## config.mk

```make
export PLATFORM = sky130hd
export DESIGN_NAME = mem_port_arbiter
export DESIGN_NICKNAME = d
export VERILOG_FILES = /design/src/rtl/mem_arb_pkg.sv /design/src/rtl/mem_port_arbiter_sat_counter.sv /design/src/rtl/mem_port_arbiter.sv
export SDC_FILE = /design/constraint.sdc
export NUM_CORES = 1
export LEC_CHECK = 0
export CORE_AREA = 5 5 119 121
export CTS_CLUSTER_DIAMETER = 150
export DETAILED_ROUTE_END_ITERATION = 8
export DIE_AREA = 0 0 124 126
export PLACE_DENSITY = 0.63
export SLEW_MARGIN = 25
export SYNTH_ARGS = -nofsm -noshare
export SYNTH_HDL_FRONTEND = slang
export SYNTH_HIERARCHICAL = 1
export SYNTH_SLANG_ARGS = --single-unit
```

## constraint.sdc

```tcl
create_clock -name clk -period 2.9 [get_ports clk]
set_clock_uncertainty 0.15 [all_clocks]
set_input_delay 0.29 -clock clk [delete_from_list [all_inputs] [get_ports clk]]
set_output_delay 0.29 -clock clk [all_outputs]
set_load 0.01 [all_outputs]
```

## src/rtl/mem_arb_pkg.sv

```systemverilog
// Shared types and defaults for the memory port arbiter.
// Holds the arbiter state encoding and parameter defaults.
package mem_arb_pkg;

   localparam int AW_DEF    = 12;
   localparam int CNT_W_DEF = 16;

   typedef enum logic [1:0] {
      IDLE   = 2'd0,
      I_WAIT = 2'd1,
      D_WAIT = 2'd2,
      PROG   = 2'd3
   } arb_state_e;

endpackage

```

## src/rtl/mem_port_arbiter_sat_counter.sv

```systemverilog
// Saturating up-counter used to track pipeline stall cycles.
// Sticks at all-ones instead of wrapping.
module sat_counter
   import mem_arb_pkg::*;
#(
   parameter int CNT_W = CNT_W_DEF
) (
   input  logic             clk,
   input  logic             rst_n,
   input  logic             inc,
   output logic [CNT_W-1:0] cnt
);

   logic [CNT_W-1:0] cnt_q;
   logic [CNT_W-1:0] cnt_d;

   // next count: step on inc unless already saturated
   always_comb begin
      cnt_d = cnt_q;
      if (inc && (cnt_q != '1)) begin
         cnt_d = cnt_q + {{(CNT_W-1){1'b0}}, 1'b1};
      end
   end

   // count register
   always_ff @(posedge clk or negedge rst_n) begin
      if (!rst_n) begin
         cnt_q <= '0;
      end else begin
         cnt_q <= cnt_d;
      end
   end

   assign cnt = cnt_q;

endmodule

```

## src/rtl/mem_port_arbiter.sv

```systemverilog
// Shares one single-port synchronous RAM between the fetch port,
// the data port and a programming port, alternating fetch/data.
module mem_port_arbiter
   import mem_arb_pkg::*;
#(
   parameter int AW    = AW_DEF,
   parameter int CNT_W = CNT_W_DEF
) (
   input  logic             clk,
   input  logic             Rst,
   input  logic             i_req,
   input  logic [31:0]      i_addr,
   output logic             i_ack,
   output logic [31:0]      i_rdata,
   input  logic             d_req,
   input  logic             d_we,
   input  logic [3:0]       d_be,
   input  logic [31:0]      d_addr,
   input  logic [31:0]      d_wdata,
   output logic             d_ack,
   output logic [31:0]      d_rdata,
   input  logic             prog,
   input  logic             prog_we,
   input  logic [AW-1:0]    prog_addr,
   input  logic [31:0]      prog_din,
   output logic             ram_en,
   output logic [3:0]       ram_we,
   output logic [AW-1:0]    ram_addr,
   output logic [31:0]      ram_din,
   input  logic [31:0]      ram_dout,
   output logic             mem_hold,
   output logic [CNT_W-1:0] stall_cnt
);

   arb_state_e state_q;
   arb_state_e state_d;
   logic       issue_i;
   logic       issue_d;
   logic       unused_addr_bits;

   assign unused_addr_bits = ^{i_addr[31:AW+2], i_addr[1:0],
                               d_addr[31:AW+2], d_addr[1:0]};

   // next state and which port (if any) gets the RAM this cycle
   always_comb begin
      state_d = state_q;
      issue_i = 1'b0;
      issue_d = 1'b0;
      case (state_q)
         IDLE: begin
            if (prog) begin
               state_d = PROG;
            end else if (d_req) begin
               issue_d = 1'b1;
               state_d = D_WAIT;
            end else if (i_req) begin
               issue_i = 1'b1;
               state_d = I_WAIT;
            end
         end
         D_WAIT: begin
            if (prog) begin
               state_d = PROG;
            end else if (i_req) begin
               issue_i = 1'b1;
               state_d = I_WAIT;
            end else begin
               state_d = IDLE;
            end
         end
         I_WAIT: begin
            if (prog) begin
               state_d = PROG;
            end else if (d_req) begin
               issue_d = 1'b1;
               state_d = D_WAIT;
            end else begin
               state_d = IDLE;
            end
         end
         PROG: begin
            if (!prog) begin
               state_d = IDLE;
            end
         end
         default: state_d = IDLE;
      endcase
   end

   // RAM drive; held quiet while reset is asserted
   always_comb begin
      ram_en   = 1'b0;
      ram_we   = 4'h0;
      ram_addr = '0;
      ram_din  = '0;
      if (Rst) begin
         if (state_q == PROG) begin
            if (prog_we) begin
               ram_en   = 1'b1;
               ram_we   = 4'hF;
               ram_addr = prog_addr;
               ram_din  = prog_din;
            end
         end else if (issue_d) begin
            ram_en   = 1'b1;
            ram_addr = d_addr[AW+1:2];
            if (d_we) begin
               ram_we  = d_be;
               ram_din = d_wdata;
            end
         end else if (issue_i) begin
            ram_en   = 1'b1;
            ram_addr = i_addr[AW+1:2];
         end
      end
   end

   // arbiter state register
   always_ff @(posedge clk or negedge Rst) begin
      if (!Rst) begin
         state_q <= IDLE;
      end else begin
         state_q <= state_d;
      end
   end

   assign i_ack    = (state_q == I_WAIT);
   assign d_ack    = (state_q == D_WAIT);
   assign i_rdata  = i_ack ? ram_dout : '0;
   assign d_rdata  = d_ack ? ram_dout : '0;
   assign mem_hold = (i_req & ~i_ack) | (d_req & ~d_ack) | prog;

   sat_counter #(
      .CNT_W (CNT_W)
   ) u_stall_cnt (
      .clk   (clk),
      .rst_n (Rst),
      .inc   (mem_hold),
      .cnt   (stall_cnt)
   );

endmodule
```

== Word-level counts from Yosys, hierarchy flattened ==
Index checks and enable logic that the tools add are counted.
Operators by class
  add/sub/neg operators: 1
  multiply operators: 0
  div/mod/pow operators: 0
  magnitude comparators: 0
  eq/ne operators: 6
  shifts and indexed selects: 0
  muxes and demuxes: 39
  bitwise logic cells: 6
  reduce and logical (&&, ||, !) cells: 4
Operators by type and width (number)
  2-to-1 mux 32 bit: 7
  2-to-1 mux 12 bit: 5
  2-to-1 mux 4 bit: 5
  adder 16 x 1 -> 16 bit (second input constant): 1
  inequality test 16 bit (second input constant): 1
  2-to-1 mux 2 bit: 7
  2-to-1 mux 1 bit: 13
  case mux 2 bit (4 select lines): 1
  == test 2 bit (second input constant): 2
  inequality test 4 bit (second input constant): 1
  bitwise AND 1 bit: 2
  == test 2 x 1 -> 1 bit (second input constant): 1
  zero test 2 bit: 1
  inequality test 2 bit (second input constant): 1
  inverter 1 bit: 2
  OR 1 bit: 2
  case mux 1 bit (2 select lines): 1
  AND reduction 2 bit: 1
  OR reduction 2 bit: 1
  logical AND 1 bit: 1
Word-level totals
  register bits after elaboration: 18
  latch bits: 0
  memory bits (writable): 0
  ROM bits: 0
  input port bits: 183
  output and inout port bits: 132
  logic and storage cells: 58
  memories kept: 0

== Depth between registers and ports, before layout ==
Gate-level depths: netlist (run 1).
  depth after elaboration: 8
  depth in mapped cells: 8
  depth with buffers taken out: 7

== By module ==
Netlist (run 1), hierarchy kept.
By module, submodules not included
  mem_port_arbiter: times used 1, cells each 267, area an instance 1569.0 µm², seq. area each 50.0 µm²
  sat_counter: times used 1, cells each 77, area an instance 884.6 µm², seq. area each 400.4 µm²

== Worst setup path after synthesis (run 1) ==
Ideal clock, no wire load.
  path kind: register to register
  from: register state_q[0]
  to: register u_stall_cnt.cnt_q[15] (netlist: u_stall_cnt/cnt[15])
  library setup time: 125 ps
  arrival: 2207 ps
  slack: 418 ps
  cell stages (with the launch flop): 8
  buffers on the path: 0
  path through: dfrtp_1 > nor2b_1 > nor2b_1 > o21ai_0 > nand4_1 > nor4_4 > nand3_2 > mux2_4
On the way
  cells in the longest elaborated chain, start to end: 6
  elaborated cells on any way between the ends: 9
  those cells by class: eq/ne: 2; bitwise: 6; reduce/logical: 1
Ends and longest elaborated chain
  start, declared: RTL line mem_port_arbiter.sv:35  | arb_state_e state_q;
  start signal, assigned: RTL line mem_port_arbiter.sv:123  | state_q <= state_d;
  == test 2 x 1 -> 1 bit / == test 2 bit (equally long branches): RTL line mem_port_arbiter.sv:127, mem_port_arbiter.sv:128
  inverter 1 bit: RTL line mem_port_arbiter.sv:131  | assign mem_hold = (i_req & ~i_ack) | (d_req & ~d_ack) | prog;
  bitwise AND 1 bit: RTL line mem_port_arbiter.sv:131
  OR 1 bit * (2 in series): RTL line mem_port_arbiter.sv:131
  net mem_hold: RTL line mem_port_arbiter.sv:31  | output logic mem_hold,
  logical AND 1 bit *: RTL line mem_port_arbiter_sat_counter.sv:20  | if (inc && (cnt_q != '1)) begin
  end signal, assigned: RTL line mem_port_arbiter_sat_counter.sv:30  | cnt_q <= cnt_d;
  end, declared: RTL line mem_port_arbiter_sat_counter.sv:14  | logic [CNT_W-1:0] cnt_q;
The timed path passes the listed nets; every way through them passes the cells marked *.
A chain may end at the register's enable or synchronous reset.

== Worst setup path after layout (run 1) ==
  from: input d_req
  to: output ram_addr[1]
On the way
  cells in the longest elaborated chain, start to end: 7
  elaborated cells on any way between the ends: 10
  those cells by class: mux: 10
Ends and longest elaborated chain
  start, declared: RTL line mem_port_arbiter.sv:15  | input logic d_req,
  2-to-1 mux 1 bit: RTL line mem_port_arbiter.sv:53  | end else if (d_req) begin
  2-to-1 mux 1 bit: RTL line mem_port_arbiter.sv:51  | if (prog) begin
  case mux 1 bit (2 select lines): RTL line mem_port_arbiter.sv:49  | case (state_q)
  2-to-1 mux 12 bit: RTL line mem_port_arbiter.sv:111  | end else if (issue_i) begin
  2-to-1 mux 12 bit *: RTL line mem_port_arbiter.sv:104  | end else if (issue_d) begin
  2-to-1 mux 12 bit *: RTL line mem_port_arbiter.sv:97  | if (state_q == PROG) begin
  2-to-1 mux 12 bit *: RTL line mem_port_arbiter.sv:96  | if (Rst) begin
  end, declared: RTL line mem_port_arbiter.sv:28  | output logic [AW-1:0] ram_addr,
Every way passes the cells marked *; elsewhere a longest branch is shown, timed or not.

==> run_results.csv, run 1 <==
group,metric,value,unit
power,peakVddDrop,0.369,mV
synthesis,synth_top_family_by_area,"simple AND/OR/NAND/NOR gates",
place,placed_cells,777,
grt,track_usage,15.7,%
critical_path,cp_common_cell,"clkdlybuf4s50_1",
layout,syn_to_final_growth,122,%
clock_network,numCtsBuffers,3,
synthesis,ys_seq_elements,18,
timing,setup_viol,0,
critical_path,startpoint,"d_req",
clock_network,path_clk_slew,0.05,ns
synthesis,synth_edf_count,0,
critical_path,startpoint_type,"input port",
critical_path,cp_cell_sequence,"clkdlybuf4s50_1, nor3b_4, buf_6, a21oi_1, a211oi_1, clkdlybuf4s50_1",
grt,gr-total-overflow,0,
clock_network,htree_levels,1,
power,power_leakage,0.00196,uW
synthesis,synth_fa_ha_area_share,0.510,%
grt,grt_pass1_wl,20000,um
layout,num_antenna_cells,0,
synthesis,synth-xor-area-share,2.50,%
timing,holdWs,0.410,ns
route,drt_wl_total,13600,um
job,maxCapViolations,0,
synthesis,yosys.area_share.simple,46.1,%
floorplan,die_y,126,um
place,io_buffers,274,
clock_network,clock_sinks,18,
outcome,status,"finished, final reports clean",
clock_network,cts_hold_buf,0,
timing,setup_tns,0,ns
floorplan,dieArea,15600,um2
synthesis,seq_area_frac_synth,18.4,%
route,drc,0,
grt,grt_pass1_vias,3690,
critical_path,timing.rr.start,"state_q[0]",
synthesis,synth_nets,528,
layout,fin_area,5450,um2
route,dr.pass1.iters,5,
synthesis,syn_area,2450,um2
synthesis,syn_avg_cell_area,7.13,um2
place,post-place-ws,0.0419,ns
timing,finalCriticalPeriod,2.78,ns
hold_path,min_path_type,"register to register",
hold_path,holdCritStartpoint,"u_stall_cnt/cnt[0]",
timing,grt_setup_unrepaired,"yes",
synthesis,muxShareOfSynthArea,1.22,%
route,viasPerCell,4.59,
critical_path,path_max_fanout,13,
synthesis,ys_types,42,
route,drtIter0Drc,151,
critical_path,cp-end-kind,"output pin",
place,postPlaceCellArea,5350,um2
layout,drive_gt1_share,7.27,%
timing,hold_viol,0,
timing,worst_slew_pin_slew,0.610,ns
critical_path,critPathTopFamily,"buffers and inverters",
critical_path,cp.required,2.46,ns
floorplan,initial_utilization,18.9,%
critical_path,crit_buf_inv,3,
layout,final_common_cell,"clkdlybuf4s50_1",
place,routabilityCongestion,0.838,
timing,setup_ws,0.122,ns
synthesis,synth_warnings,6,
synthesis,synth_ff_type,"dfrtp_1",
critical_path,path_class,"input port to output pin",
timing,maxSlewHeadroom,59.3,%
clock_network,root_buffer,"clkbuf_16",
layout,instances_no_fill,781,
route,final_antenna_net_count,0,
floorplan,die_x,124,um
synthesis,synth-compound-area-share,24.0,%
layout,final_nets,791,
timing,fmax,360,MHz
synthesis,postSynth.asyncResetShare,100,%
layout,final_cell_mix,"clkdlybuf4s50_1, and2_1, a21oi_1",
timing,slew_viol_final,0,
critical_path,worstPathArrival,2.34,ns
grt,antenna_found_initial,0,
critical_path,critical_path.slowest_cell,"clkdlybuf4s50_1",
clock_network,post_cts_buffers,0,
floorplan,ios,315,
power,p_per_area,289,nW/um2
clock_network,clk_latency,0.25,ns
critical_path,slowest_delay,0.61,ns
floorplan,rows,42,
grt,grt_max_degree,47,
clock_network,cts_tree,"done",
route,routedWlPerCell,17.5,um
route,dr_total_vias,3586,
floorplan,core_area,13000,um2
synthesis,syn-instance-count,344,
clock_network,cts.path.max_buffers,2,
place,hpwl,10700,um
timing,fin_crit_sh,95.8,%
[where the power goes]
part / total (uW) / internal (uW) / switching [uW]
Clock: 276 / 182 / 94.1
Sequential: 402 / 303 / 99.1
Combinational: 896 / 520 / 376
[cell families (layout without fill, tap and decap cells)]
family	count (synthesis)	after routing
simple gates	193	193
compound gates	91	92
buf+inv	32	292
flops	18	18
xor+xnor	7	7
mux	2	2
fa+ha+maj	1	1
[registers in the layout (all words and copies together), names as in the netlist]
signal	flops
state_q	2
u_stall_cnt/cnt	16
[cell type report]
type / count / area, um2
fill: 1331 / 7530
tap: 176 / 220
inverter: 3 / 11.3
clock buffer: 3 / 75.1
timing repair buffer: 286 / 2850
sequential: 18 / 450
multi-input combinational: 295 / 1840
[per-layer routing]
layer	routed length, um	GRT usage [%]	up-vias	part of all wire, %
li1	-	-	1757	-
met1	5450	18.7	1662	40
met2	6750	28.7	162	50
met3	1400	4.53	5	10
met4	38	1.22	0	0.28
met5	0	0	-	0
[worst reg2reg max path, stage by stage, from the launching register on]
cell	delay, ns
dfrtp_1	0.43
nor2b_2	0.18
nor2b_1	0.13
o21ai_0	0.16
buf_4	0.19
nand2_1	0.12
nor3_1	0.39
nand4_1	0.19
xnor2_1	0.17
[stage by stage]
stage	utilization, %	power (uW)
after detailed placement	41.2	1300
after global routing	42.0	1670
after floorplan	-	763
after CTS	41.8	1590
after global placement	41.2	1290
final	42.0	1570
[cell usage after synthesis, drive strengths merged, types with 5 or more instances]
library cell	count	share of area (%)
clkbuf	14	2.1
buf	15	4.7
a211oi	12	5.5
dfrtp	18	18
a21oi	65	14
nand4	22	6.2
nor2	10	1.5
xnor2	5	1.8
nand2	39	6.1
and2	65	17
nand3	41	9.8
[final timing paths]
kind,endpoint,cells past startpoint,slack (ns)
setup / recovery,ram_addr[1],6,0.12
min in group asynchronous,state_q[1],2,0.55
hold reg to reg,u_stall_cnt/cnt[0],1,0.41
max in group asynchronous,u_stall_cnt/cnt[15],2,1.85
hold / removal,u_stall_cnt/cnt[0],1,0.41
setup reg to reg,u_stall_cnt/cnt[10],8,0.67
[timing repair]
action	CTS	global route
setup endpoints to repair	0	32
hold endpoints to repair	0	0
gates resized for setup	0	2
No activity file was read; power rests on OpenSTA's default activity.
==> run 2, diff against run 1 <==
- GPL_TIMING_DRIVEN: unset -> 0
==> run 2 against run 1 <==
Against the previous run: die area unchanged; critical path depth unchanged; critical endpoint is now ram_din[23]; register-to-register slack worse by 0.33 ns; routed wire length grew 1.6%; clock-buffer cell count increased by 1; setup slack better by 0.042 ns.
==> run_results.csv, run 2 (synthesized netlist as in run 1, its figures left out) <==
group,metric,value,unit
power,power_frac_clock,19.0,%
power,power.share.switching,35.9,%
clock_network,root_buffer,"clkbuf_16",
hold_path,min_path_type,"register to register",
clock_network,cts.path.max_buffers,2,
timing,fin_crit_sh,94.4,%
place,postPlaceCellArea,5410,um2
route,drtIter0Drc,173,
power,p_per_area,294,nW/um2
layout,final_common_cell,"clkdlybuf4s50_1",
grt,grt_max_degree,22,
power,power_leakage,0.00200,uW
layout,largest_reg_flops,16,
grt,grt_pass1_vias,3649,
floorplan,dieArea,15600,um2
grt,gr-total-overflow,0,
timing,slew_viol_final,0,
layout,syn_to_final_growth,124,%
critical_path,cp_cell_sequence,"clkdlybuf4s50_1, nor3b_4, o21ai_4, buf_6, a21oi_1, clkdlybuf4s50_1",
layout,drive_gt1_share,7.72,%
critical_path,critPathTopFamily,"buffers and inverters",
route,routedWlPerCell,17.4,um
floorplan,rows,42,
layout,num_antenna_cells,0,
job,maxCapViolations,0,
critical_path,startpoint_type,"input port",
critical_path,crit_buf_inv,3,
power,seqPwrFrac,24.9,%
layout,fill_cells,1327,
clock_network,numCtsBuffers,3,
timing,grt_setup_unrepaired,"no",
clock_network,post_cts_buffers,0,
place,io_buffers,273,
critical_path,worstPathArrival,2.30,ns
power,p_int,1040,uW
timing,maxSlewHeadroom,41.7,%
route,dr.pass1.iters,5,
grt,antenna_found_initial,1,
timing,setup_viol,0,
place,routabilityCongestion,0.811,
floorplan,die_y,126,um
place,hpwl,11500,um
place,placed_cells,793,
timing,fmax,365,MHz
critical_path,critical_path.slowest_cell,"clkdlybuf4s50_1",
clock_network,htree_levels,1,
layout,fin_area,5500,um2
grt,grt_pass1_wl,20300,um
timing,finalCriticalPeriod,2.74,ns
route,dr_total_vias,3657,
critical_path,cp_common_cell,"clkdlybuf4s50_1",
critical_path,path_max_fanout,10,
clock_network,clock_sinks,18,
outcome,status,"finished, final reports clean",
critical_path,cp.required,2.46,ns
route,viasPerCell,4.58,
layout,instances_no_fill,798,
clock_network,cts_tree,"done",
floorplan,ios,315,
floorplan,core_area,13000,um2
floorplan,initial_utilization,18.9,%
layout,final_nets,807,
timing,worst_slew_pin_slew,0.872,ns
power,combPwrFrac,56.1,%
critical_path,cp-end-kind,"output pin",
power,peakVddDrop,0.383,mV
route,drc,0,
timing,hold_viol,0,
layout,final_cell_mix,"clkdlybuf4s50_1, and2_1, a21oi_1",
clock_network,path_clk_slew,0.05,ns
timing,setup_tns,0,ns
grt,track_usage,16.1,%
floorplan,die_x,124,um
clock_network,clk_latency,0.25,ns
power,p_total,1620,uW
critical_path,path_class,"input port to output pin",
route,final_antenna_net_count,0,
critical_path,slowest_delay,0.58,ns
route,drt_wl_total,13900,um
power,p_sw,582,uW
-- run 2: cell types whose count changed in the layout (fill, tap and decap cells not counted), sizes merged --
cell and delta:
clkbuf +16, buf +3, clkdlybuf4s50 -2, dlygate4sd3 +1, o21ai -1
-- run 2: what timing repair did --
action / CTS / global route
hold endpoints to repair: 0 / 18
setup endpoints to repair: 50 / 9
hold buffers: 0 / 1
resized for setup: 4 / 7
-- run 2: path summary, 6_finish.rpt --
kind                            depth (start not counted)  slack, ns                   to           startpoint
worst max-delay path                                    6       0.16          ram_din[23]                d_req
worst min-delay path                                    1       0.42  u_stall_cnt/cnt[14]  u_stall_cnt/cnt[14]
worst max register to register                          7       0.34  u_stall_cnt/cnt[10]           state_q[1]
worst min register to register                          1       0.42  u_stall_cnt/cnt[14]  u_stall_cnt/cnt[14]
max in group asynchronous                               2       1.39  u_stall_cnt/cnt[15]                  Rst
min in group asynchronous                               2       0.67   u_stall_cnt/cnt[5]                  Rst
-- run 2: area by class of cell --
cell class | instances | area [um2] | share of cell area, %
Tap cell | 176 | 220 | 4.00
Buffer | 29 | 173 | 3.14
Sequential cell | 18 | 450 | 8.18
Timing Repair Buffer | 274 | 2740 | 49.7
Multi-Input combinational cell | 294 | 1820 | 33.1
Inverter | 3 | 11.3 | 0.205
Clock buffer | 4 | 88.8 | 1.61
-- run 2: power groups by stage --
| stage | Clock [uW] | Combinational, uW | Sequential (uW) |
|---|---|---|---|
| 5_1_grt | 327 | 984 | 416 |
| 2_1_floorplan | 0 | 358 | 406 |
| 3_5_place_dp | 0 | 911 | 403 |
| 3_3_place_gp | 0 | 898 | 402 |
| 6_report | 308 | 909 | 403 |
| 4_1_cts | 313 | 917 | 402 |
-- run 2: per-stage QoR --
stage	hold slack, ns	setup slack (ns)	util, %
after global placement	0.401	-0.562	41.7
after CTS	0.00228	0.0136	42.3
after detailed placement	0.415	-0.599	41.7
final	0.417	0.163	42.4
after floorplan	-0.156	0.418	-
after global routing	0.461	0.0220	42.4
-- run 2: metal layers --
metal,vias to the layer above,share of wire [%],global-route usage (%)
met5,-,0.094,0
met1,1670,38,18.8
met2,181,50,29.7
met3,12,11,4.89
li1,1792,-,-
met4,2,0.97,1.61
